## config.mk

```make
export PLATFORM = sky130hd
export DESIGN_NAME = pulse_to_level
export DESIGN_NICKNAME = d
export VERILOG_FILES = /design/src/rtl/pulse_pkg.sv /design/src/rtl/sat_counter.sv /design/src/rtl/pulse_to_level.sv
export SDC_FILE = /design/constraint.sdc
export NUM_CORES = 1
export LEC_CHECK = 0
export ABC_CLOCK_PERIOD_IN_PS = 2600
export BUFFER_PORTS_ARGS = -buffer_cell sky130_fd_sc_hd__buf_2
export CORE_AREA = 2 2 39 41
export CTS_BUF_LIST = sky130_fd_sc_hd__clkbuf_8 sky130_fd_sc_hd__clkbuf_16
export CTS_CLUSTER_DIAMETER = 100
export DETAILED_ROUTE_END_ITERATION = 8
export DIE_AREA = 0 0 41 43
export GPL_TIMING_DRIVEN = 1
export MAX_ROUTING_LAYER = met4
export PLACE_DENSITY = 0.68
export REMOVE_ABC_BUFFERS = 1
export SYNTH_ARGS = -nofsm -noshare
export SYNTH_HDL_FRONTEND = slang
export SYNTH_SLANG_ARGS = --single-unit
export TNS_END_PERCENT = 30
```

## constraint.sdc

```tcl
create_clock -name clk -period 2.6 [get_ports clk]
set_input_delay 0.52 -clock clk [delete_from_list [all_inputs] [get_ports clk]]
set_output_delay 0.52 -clock clk [all_outputs]
set_load 0.01 [all_outputs]
```

## src/rtl/pulse_pkg.sv

```systemverilog
// Shared definitions for the pulse/level converter family: state encoding and
// a width helper for down-counters sized from a maximum value.
package pulse_pkg;

    typedef enum logic [1:0] {
        IDLE = 2'd0,
        HIGH = 2'd1,
        GAP  = 2'd2
    } state_t;

    // Bits needed to hold 0..max_value; never narrower than one bit.
    function automatic int width_for(input int unsigned max_value);
        return (max_value < 2) ? 1 : $clog2(max_value + 1);
    endfunction

endpackage

```

## src/rtl/sat_counter.sv

```systemverilog
// Up/down counter that saturates at 0 and MAX; simultaneous inc and dec cancel.
// at_max lets the owner detect that an increment would be lost.
module sat_counter
    import pulse_pkg::*;
#(
    parameter int MAX = 3,
    parameter int W   = width_for(MAX)
) (
    input  logic         clk,
    input  logic         rst_n,
    input  logic         inc,
    input  logic         dec,
    output logic [W-1:0] count,
    output logic         at_max
);

    localparam logic [W-1:0] MAX_V = W'(MAX);

    always_comb at_max = (count == MAX_V);

    always_ff @(posedge clk or negedge rst_n) begin
        if (!rst_n) begin
            count <= '0;
        end else if (inc && !dec && (count != MAX_V)) begin
            count <= count + 1'b1;
        end else if (dec && !inc && (count != '0)) begin
            count <= count - 1'b1;
        end
    end

endmodule

```

## src/rtl/pulse_to_level.sv

```systemverilog
// Turns single-cycle event pulses into fixed-width level windows, queueing
// pulses that arrive while a window (or its trailing gap) is still running.
module pulse_to_level
    import pulse_pkg::*;
#(
    parameter int HIGH_CYCLES = 4,
    parameter int GAP_CYCLES  = 2,
    parameter int MAX_PENDING = 3,
    parameter int PEND_W      = $clog2(MAX_PENDING + 1)
) (
    input  logic              clk,
    input  logic              rst_n,
    input  logic              in,
    input  logic              clear_overflow,
    output logic              level,
    output logic              busy,
    output logic [PEND_W-1:0] pending,
    output logic              overflow
);

    localparam int CNT_MAX = ((HIGH_CYCLES > GAP_CYCLES) ? HIGH_CYCLES : GAP_CYCLES) - 1;
    localparam int CNT_W   = width_for(CNT_MAX);
    localparam logic [CNT_W-1:0] HIGH_LOAD = CNT_W'(HIGH_CYCLES - 1);
    localparam logic [CNT_W-1:0] GAP_LOAD  = CNT_W'(GAP_CYCLES - 1);

    state_t           state;
    logic [CNT_W-1:0] cnt;
    logic             gap_done;
    logic             replay;
    logic             direct;
    logic             q_inc;
    logic             q_dec;
    logic             at_max;
    logic             drop;

    // A pulse landing exactly on the gap exit with nothing queued starts the
    // next window straight away instead of passing through the queue.
    always_comb begin
        gap_done = (state == GAP) && (cnt == '0);
        replay   = gap_done && (pending != '0);
        direct   = gap_done && (pending == '0) && in;
        q_inc    = in && (state != IDLE) && !direct;
        q_dec    = replay;
        drop     = q_inc && !q_dec && at_max;
    end

    sat_counter #(
        .MAX (MAX_PENDING),
        .W   (PEND_W)
    ) u_pending (
        .clk    (clk),
        .rst_n  (rst_n),
        .inc    (q_inc),
        .dec    (q_dec),
        .count  (pending),
        .at_max (at_max)
    );

    always_ff @(posedge clk or negedge rst_n) begin
        if (!rst_n) begin
            state <= IDLE;
            cnt   <= '0;
            level <= 1'b0;
            busy  <= 1'b0;
        end else begin
            case (state)
                IDLE: begin
                    if (in) begin
                        state <= HIGH;
                        cnt   <= HIGH_LOAD;
                        level <= 1'b1;
                        busy  <= 1'b1;
                    end
                end
                HIGH: begin
                    if (cnt != '0) begin
                        cnt <= cnt - 1'b1;
                    end else begin
                        state <= GAP;
                        cnt   <= GAP_LOAD;
                        level <= 1'b0;
                    end
                end
                GAP: begin
                    if (cnt != '0) begin
                        cnt <= cnt - 1'b1;
                    end else if (replay || direct) begin
                        state <= HIGH;
                        cnt   <= HIGH_LOAD;
                        level <= 1'b1;
                    end else begin
                        state <= IDLE;
                        busy  <= 1'b0;
                    end
                end
                default: begin
                    state <= IDLE;
                    cnt   <= '0;
                    level <= 1'b0;
                    busy  <= 1'b0;
                end
            endcase
        end
    end

    // Setting wins over clearing so a drop in the clear cycle is never lost.
    always_ff @(posedge clk or negedge rst_n) begin
        if (!rst_n) begin
            overflow <= 1'b0;
        end else if (drop) begin
            overflow <= 1'b1;
        end else if (clear_overflow) begin
            overflow <= 1'b0;
        end
    end

endmodule

```

# --- Word level (Yosys, flattened, before mapping) ---
# Cells that the tools add are included.
word_totals:
  reg_bits: 9
  in_bits: 4
  out_inout_bits: 5
  wordCells: 69
classes:
  add_sub_neg: 3
  eq_ne: 10
  mux: 22
  n_bitwise: 1
  n_reduce_logical: 27
ops:
  columns: ["operator", "count"]
  rows:
  - ["two-way mux 2 bit", 9]
  - ["case mux 2 bit (3 select lines)", 2]
  - ["logical AND 1 bit", 11]
  - ["inequality test 2 bit, second input constant", 5]
  - ["nonzero test 2 bit", 5]
  - ["two-way mux 1 bit", 9]
  - ["AND reduction 4 bit", 2]
  - ["logical NOT 2 bit", 3]
  - ["case mux 1 bit (3 select lines)", 2]
  - ["== test 2 bit, second input constant", 2]
  - ["subtractor 2 x 1 -> 2 bit, second input constant", 2]
  - ["logical NOT 1 bit", 3]
  - ["inequality test 3 x 1 -> 1 bit, second input constant", 1]
  - ["AND reduction 3 bit", 1]
  - ["adder 2 x 1 -> 2 bit, second input constant", 1]
  - ["== test 2 x 1 -> 1 bit, second input constant", 1]
  - ["inequality test 2 x 1 -> 1 bit, second input constant", 1]
  - ["AND reduction 2 bit", 1]
  - ["logical OR 1 bit", 1]
  - ["NOT 1 bit", 1]

# --- Depth between registers and ports, before layout ---
depth:
  word_depth: 11
  mapped_depth: 6
  ltp_nobuf: 5

# --- Hierarchy ---
# Synthesis repeated with hierarchy kept, for this count alone.
unflattened:
  hier_cells: 58
  area_unflattened_um2: 519.2
modules_own_cells:
  columns: ["mod", "n_inst", "cells_per_inst", "area_each_um2", "seq_area_each_um2"]
  rows:
  - ["pulse_to_level", 1, 45, 407.9, 175.2]
  - ["sat_counter", 1, 13, 111.4, 50.0]

# --- Worst setup path before layout ---
# No wires, ideal clock.
synth_timing:
  path_kind: "reg2reg"
  startpoint: "register cnt[0]"
  endpoint: "register u_pending.count[0]"
  setup_ps: 126
  arrival_ps: 1303
  required_ps: 2474
  slack_ps: 1171
  path_stages_with_launch: 7
  n_path_buf: 1
  period_less_slack_ps: 1429
  cell_sequence: "dfrtp_1 > inv_1 > ha_1 > buf_2 > nor2b_1 > o22ai_1 > a221o_1"
synth_via:
  elab_chain_len: 10
  elab_cells_between_ends: 15
  cone_classes: "1 x mux; 14 x reduce/logical"
synth_lines:
  columns: ["item", "line_no", "text"]
  rows:
  - ["start: declaration", "pulse_to_level.sv:27", "logic [CNT_W-1:0] cnt;"]
  - ["start signal: assignment", "pulse_to_level.sv:77", "cnt <= cnt - 1'b1;"]
  - ["start signal: assignment", "pulse_to_level.sv:86", "cnt <= cnt - 1'b1;"]
  - ["logical NOT 2 bit (*)", "pulse_to_level.sv:39", "gap_done = (state == GAP) && (cnt == '0);"]
  - ["logical AND 1 bit (*)", "pulse_to_level.sv:39", null]
  - ["logical AND 1 bit (2 in series)", "pulse_to_level.sv:41", "direct = gap_done && (pending == '0) && in;"]
  - ["logical NOT 1 bit", "pulse_to_level.sv:42", "q_inc = in && (state != IDLE) && !direct;"]
  - ["logical AND 1 bit", "pulse_to_level.sv:42", null]
  - ["logical NOT 1 bit", "sat_counter.sv:26", "end else if (dec && !inc && (count != '0)) begin"]
  - ["logical AND 1 bit (2 in series)", "sat_counter.sv:26", null]
  - ["nonzero test 2 bit (no line)", null, null]
  - ["end signal: assignment", "sat_counter.sv:25", "count <= count + 1'b1;"]
  - ["end signal: assignment", "sat_counter.sv:27", "count <= count - 1'b1;"]
  - ["end: declaration", "sat_counter.sv:13", "output logic [W-1:0] count,"]
# Mark *: on every way between the ends. The rest lies on a longest branch, timed or not.
# A chain may end at the register's enable or synchronous reset.

# --- Worst setup path after layout ---
layout_timing:
  startpoint: "register cnt[0]"
  endpoint: "register cnt[1]"
layout_via:
  elab_chain_len: 7
  elab_cells_between_ends: 13
  cone_classes: "1 x add/sub; 1 x eq/ne; 3 x mux; 8 x reduce/logical"
layout_lines:
  columns: ["item", "line_no", "text"]
  rows:
  - ["logical NOT 2 bit", "pulse_to_level.sv:39", null]
  - ["logical AND 1 bit", "pulse_to_level.sv:39", null]
  - ["logical AND 1 bit (2 in series)", "pulse_to_level.sv:41", null]
  - ["logical OR 1 bit", "pulse_to_level.sv:87", "end else if (replay || direct) begin"]
  - ["inequality test 3 x 1 -> 1 bit (no line)", null, null]
  - ["AND reduction 2 bit (no line)", null, null]
# Parallel ways exist; a longest one is shown, timed or not.

==> summary.txt <==
Die
  – Die height: 43 um
  – I/O pin count: 9
  – Core Box Area: 1380 um2
  – Cell Rows: 14
  – Die Area: 1760 um2
  – Starting Density: 39.8%
  – Die width: 41 um

Critical path
  – Reg2reg end: cnt[1]
  – FF-to-FF Start: cnt[0]
  – Reg2reg setup slack: 850 ps
  – Worst setup startpoint: cnt[0]
  – WS Path Type: reg -> reg
  – R2R depth: 5
  – Slowest-stage cell, CP: or3b_1
  – Worst-path cell chain: inv_1, ha_1, or3b_1, a21boi_2, mux2i_1
  – Worst Path Required: 2750 ps
  – Crit Path Max Fanout: 12
  – CP endpoint kind: flop
  – CP startpoint kind: flop
  – Worst EP arrival: 1900 ps
  – Delay of the slowest critical-path stage: 420 ps

GRT
  – GRT Overall Usage: 15.9%
  – Remaining global-route overflow: 0
  – Largest net degree at the start of global routing: 13
  – First-pass GRT wire length: 1810 um
  – Initial antenna violation count: 0
  – Vias in the first global route: 415

Logic synthesis
  – Avg Cell Area, Syn: 9.66 um2
  – Adder-cell area share of the yosys netlist: 4.55%
  – Largest family of logic cells by synthesized area: compound AO/OA/AOI/OAI gates
  – Post-Synth Simple-Gate Area: 14.8%
  – Main flop type after synthesis: dfrtp_1
  – Synth unique cells: 30
  – Post-synthesis compound-gate area fraction: 28.6%
  – Synth Cell Area: 551 um2
  – Yosys warns: 0
  – Flops & latches, synth: 9
  – Sequential area share after synthesis: 40.9%
  – Number of synthesized flops with an enable pin: 0
  – Cells after Synth: 57
  – FFs w/ async S/R, synth: 100%
  – Multiplexer share of the synthesized area: 1.82%
  – XOR/XNOR Fraction of Synth Area: 1.59%

Clocking
  – CTS tree: yes
  – Num Clock Sinks: 9
  – Num CTS Buffers: 3
  – Post-CTS Setup Bufs: 0
  – H-tree levels: 1
  – Clock buffer depth: 2
  – Clock slew at reported path FFs: 50 ps
  – Root buffer cell: clkbuf_8
  – Clock Latency Late Sink: 230 ps
  – Post-CTS sizing: 0
  – Hold_buf cts: 0

Timing
  – Hold WS: 130 ps
  – Final Skew: 6.25 ps
  – Worst slew pin tran: 380 ps
  – # setup viols final: 0
  – Max Fclk: 0.573 GHz
  – RSZ-0062 raised after global routing: no
  – Slew HR: 74.6%
  – Final setup TNS: 0 ps
  – Final max-slew violation count: 0
  – Final period util: 67.2%
  – Fin crit period: 1750 ps
  – Final hold violation count: 0

Cells and area
  – Finished Cell Area: 637 um2
  – Fin cells: 81
  – Fraction of layout instances using a drive strength above 1: 20.0%
  – Inserted Diodes: 0
  – Layout area overhead: 15.7%
  – Final #Nets: 72
  – Final Util: 46.0%
  – Filler cell count: 145

Hold path
  – Min-delay worst type: in -> async

Placement
  – RD Place Congestion: 0.773
  – DP HPWL: 805 um
  – Placed cell count: 77
  – Port Buffers: 8
  – Dpl cell area: 591 um2

Power
  – Worst IR Drop VDD: 384 uV
  – Leak: 0.280 nW
  – Cell Pwr Density: 1190 nW/um2

Drt
  – Vias: 452
  – Remaining antenna violation count after routing: 0
  – Post-Route WL: 1130 um
  – DRT Pass-1 Iters: 4
  – Vias per cell: 5.58
  – Drt drc: 0
  – DR iter-0 viols: 4
  – Mean routed wirelength per cell: 14.0 um

Run
  – Max-cap viol count: 0

Outcome
  – Status: finished, final reports clean
==> how the worst max path moves through the flow <==
stage / endpoint / slack (ps)
floorplan: cnt[1] / 1030
global placement: cnt[1] / 920
detailed placement: cnt[1] / 870
CTS: cnt[1] / 860
global route: cnt[1] / 740
finish: cnt[1] / 850
==> placed cells by master, fill, tap and decap left out <==
cell,n
o211ai_1,1
a21boi_1,1
xor2_1,1
o21ai_0,2
nand3_1,1
a31o_1,1
o211a_1,1
ha_1,2
a21boi_2,1
o21ai_1,1
clkinv_2,1
nand2_1,2
nor2_1,1
a21bo_1,1
or3b_1,1
nand4bb_1,1
buf_2,8
mux2i_1,1
a211oi_1,2
o2bb2a_1,1
a311o_1,1
nor2b_1,3
nor3b_1,1
o22ai_1,2
a31oi_1,1
nand2b_1,3
inv_1,6
a221o_1,1
a221oi_1,1
clkbuf_8,3
a21oi_1,3
dfrtp_1,9
==> synthesized netlist by cell type, types with 2 or more instances <==
cell      number  share of area [%]
dfrtp_1        9                 41
buf_2          4                3.6
a21oi_1        3                2.7
nand2b_1       3                3.4
o21ai_0        2                1.8
nand2_1        2                1.4
o22ai_1        2                2.3
ha_1           2                4.5
nor2b_1        3                3.4
a211oi_1       2                2.7
inv_1          6                4.1
==> where the power goes <==
part           total (W)  leakage, nW  switching (W)  internal, W
sequential      0.000277       0.0984      0.0000765     0.000200
combinational   0.000318        0.156       0.000163     0.000155
clock           0.000164       0.0255      0.0000592     0.000105
total           0.000759        0.280       0.000299     0.000460
==> metal layers <==
layer  GRT usage (%)  up-vias  share of wire, %  wire length [um]
li1                -      221                 -                 -
met1            19.7      221                46               519
met2            21.9        8                49               558
met3            4.71        2               3.5                40
met4            10.0        0               1.2                14
met5               -        -                 0                 0
==> cells by family (layout without fill, tap and decap cells) <==
logic type | after synthesis | in the layout
AO/OA/AOI/OAI | 21 | 21
XOR/XNOR | 1 | 1
adder cells (fa/ha/maj) | 2 | 2
buffers and inverters | 10 | 18
flip-flops | 9 | 9
multiplexers | 1 | 1
AND/OR/NAND/NOR | 13 | 13
==> sequential cells by signal, summed over array words and instances (netlist names) <==
| register | flops |
|---|---|
| state | 2 |
| u_pending.count | 2 |
| overflow | 1 |
| level | 1 |
| cnt | 2 |
| busy | 1 |
==> worst max-delay path: cells and delay by family (launching register included) <==
kind | cells | cell delay (ps)
DFF | 1 | 380
buffers and inverters | 1 | 100
adders and majority gates | 1 | 390
and+or+nand+nor | 1 | 420
AOI/OAI and AO/OA | 1 | 190
muxes | 1 | 190
==> per-stage QoR <==
| stage | setup WS, ps | power (W) |
|---|---|---|
| finish | 853 | 0.000759 |
| global route | 737 | 0.000827 |
| CTS | 864 | 0.000765 |
| detailed placement | 867 | 0.000598 |
| global placement | 925 | 0.000585 |
| floorplan | 1030 | 0.000501 |
==> cell type report <==
type	instances	area [um2]	share of cell area [%]
Multi-Input combinational cell	38	283	44.4
Timing Repair Buffer	8	40.0	6.29
Inverter	6	22.5	3.54
Sequential cell	9	225	35.4
Clock buffer	3	41.3	6.48
Clock inverter	1	5.00	0.786
Tap cell	16	20.0	3.14
No activity file was read; power rests on OpenSTA's default activity.
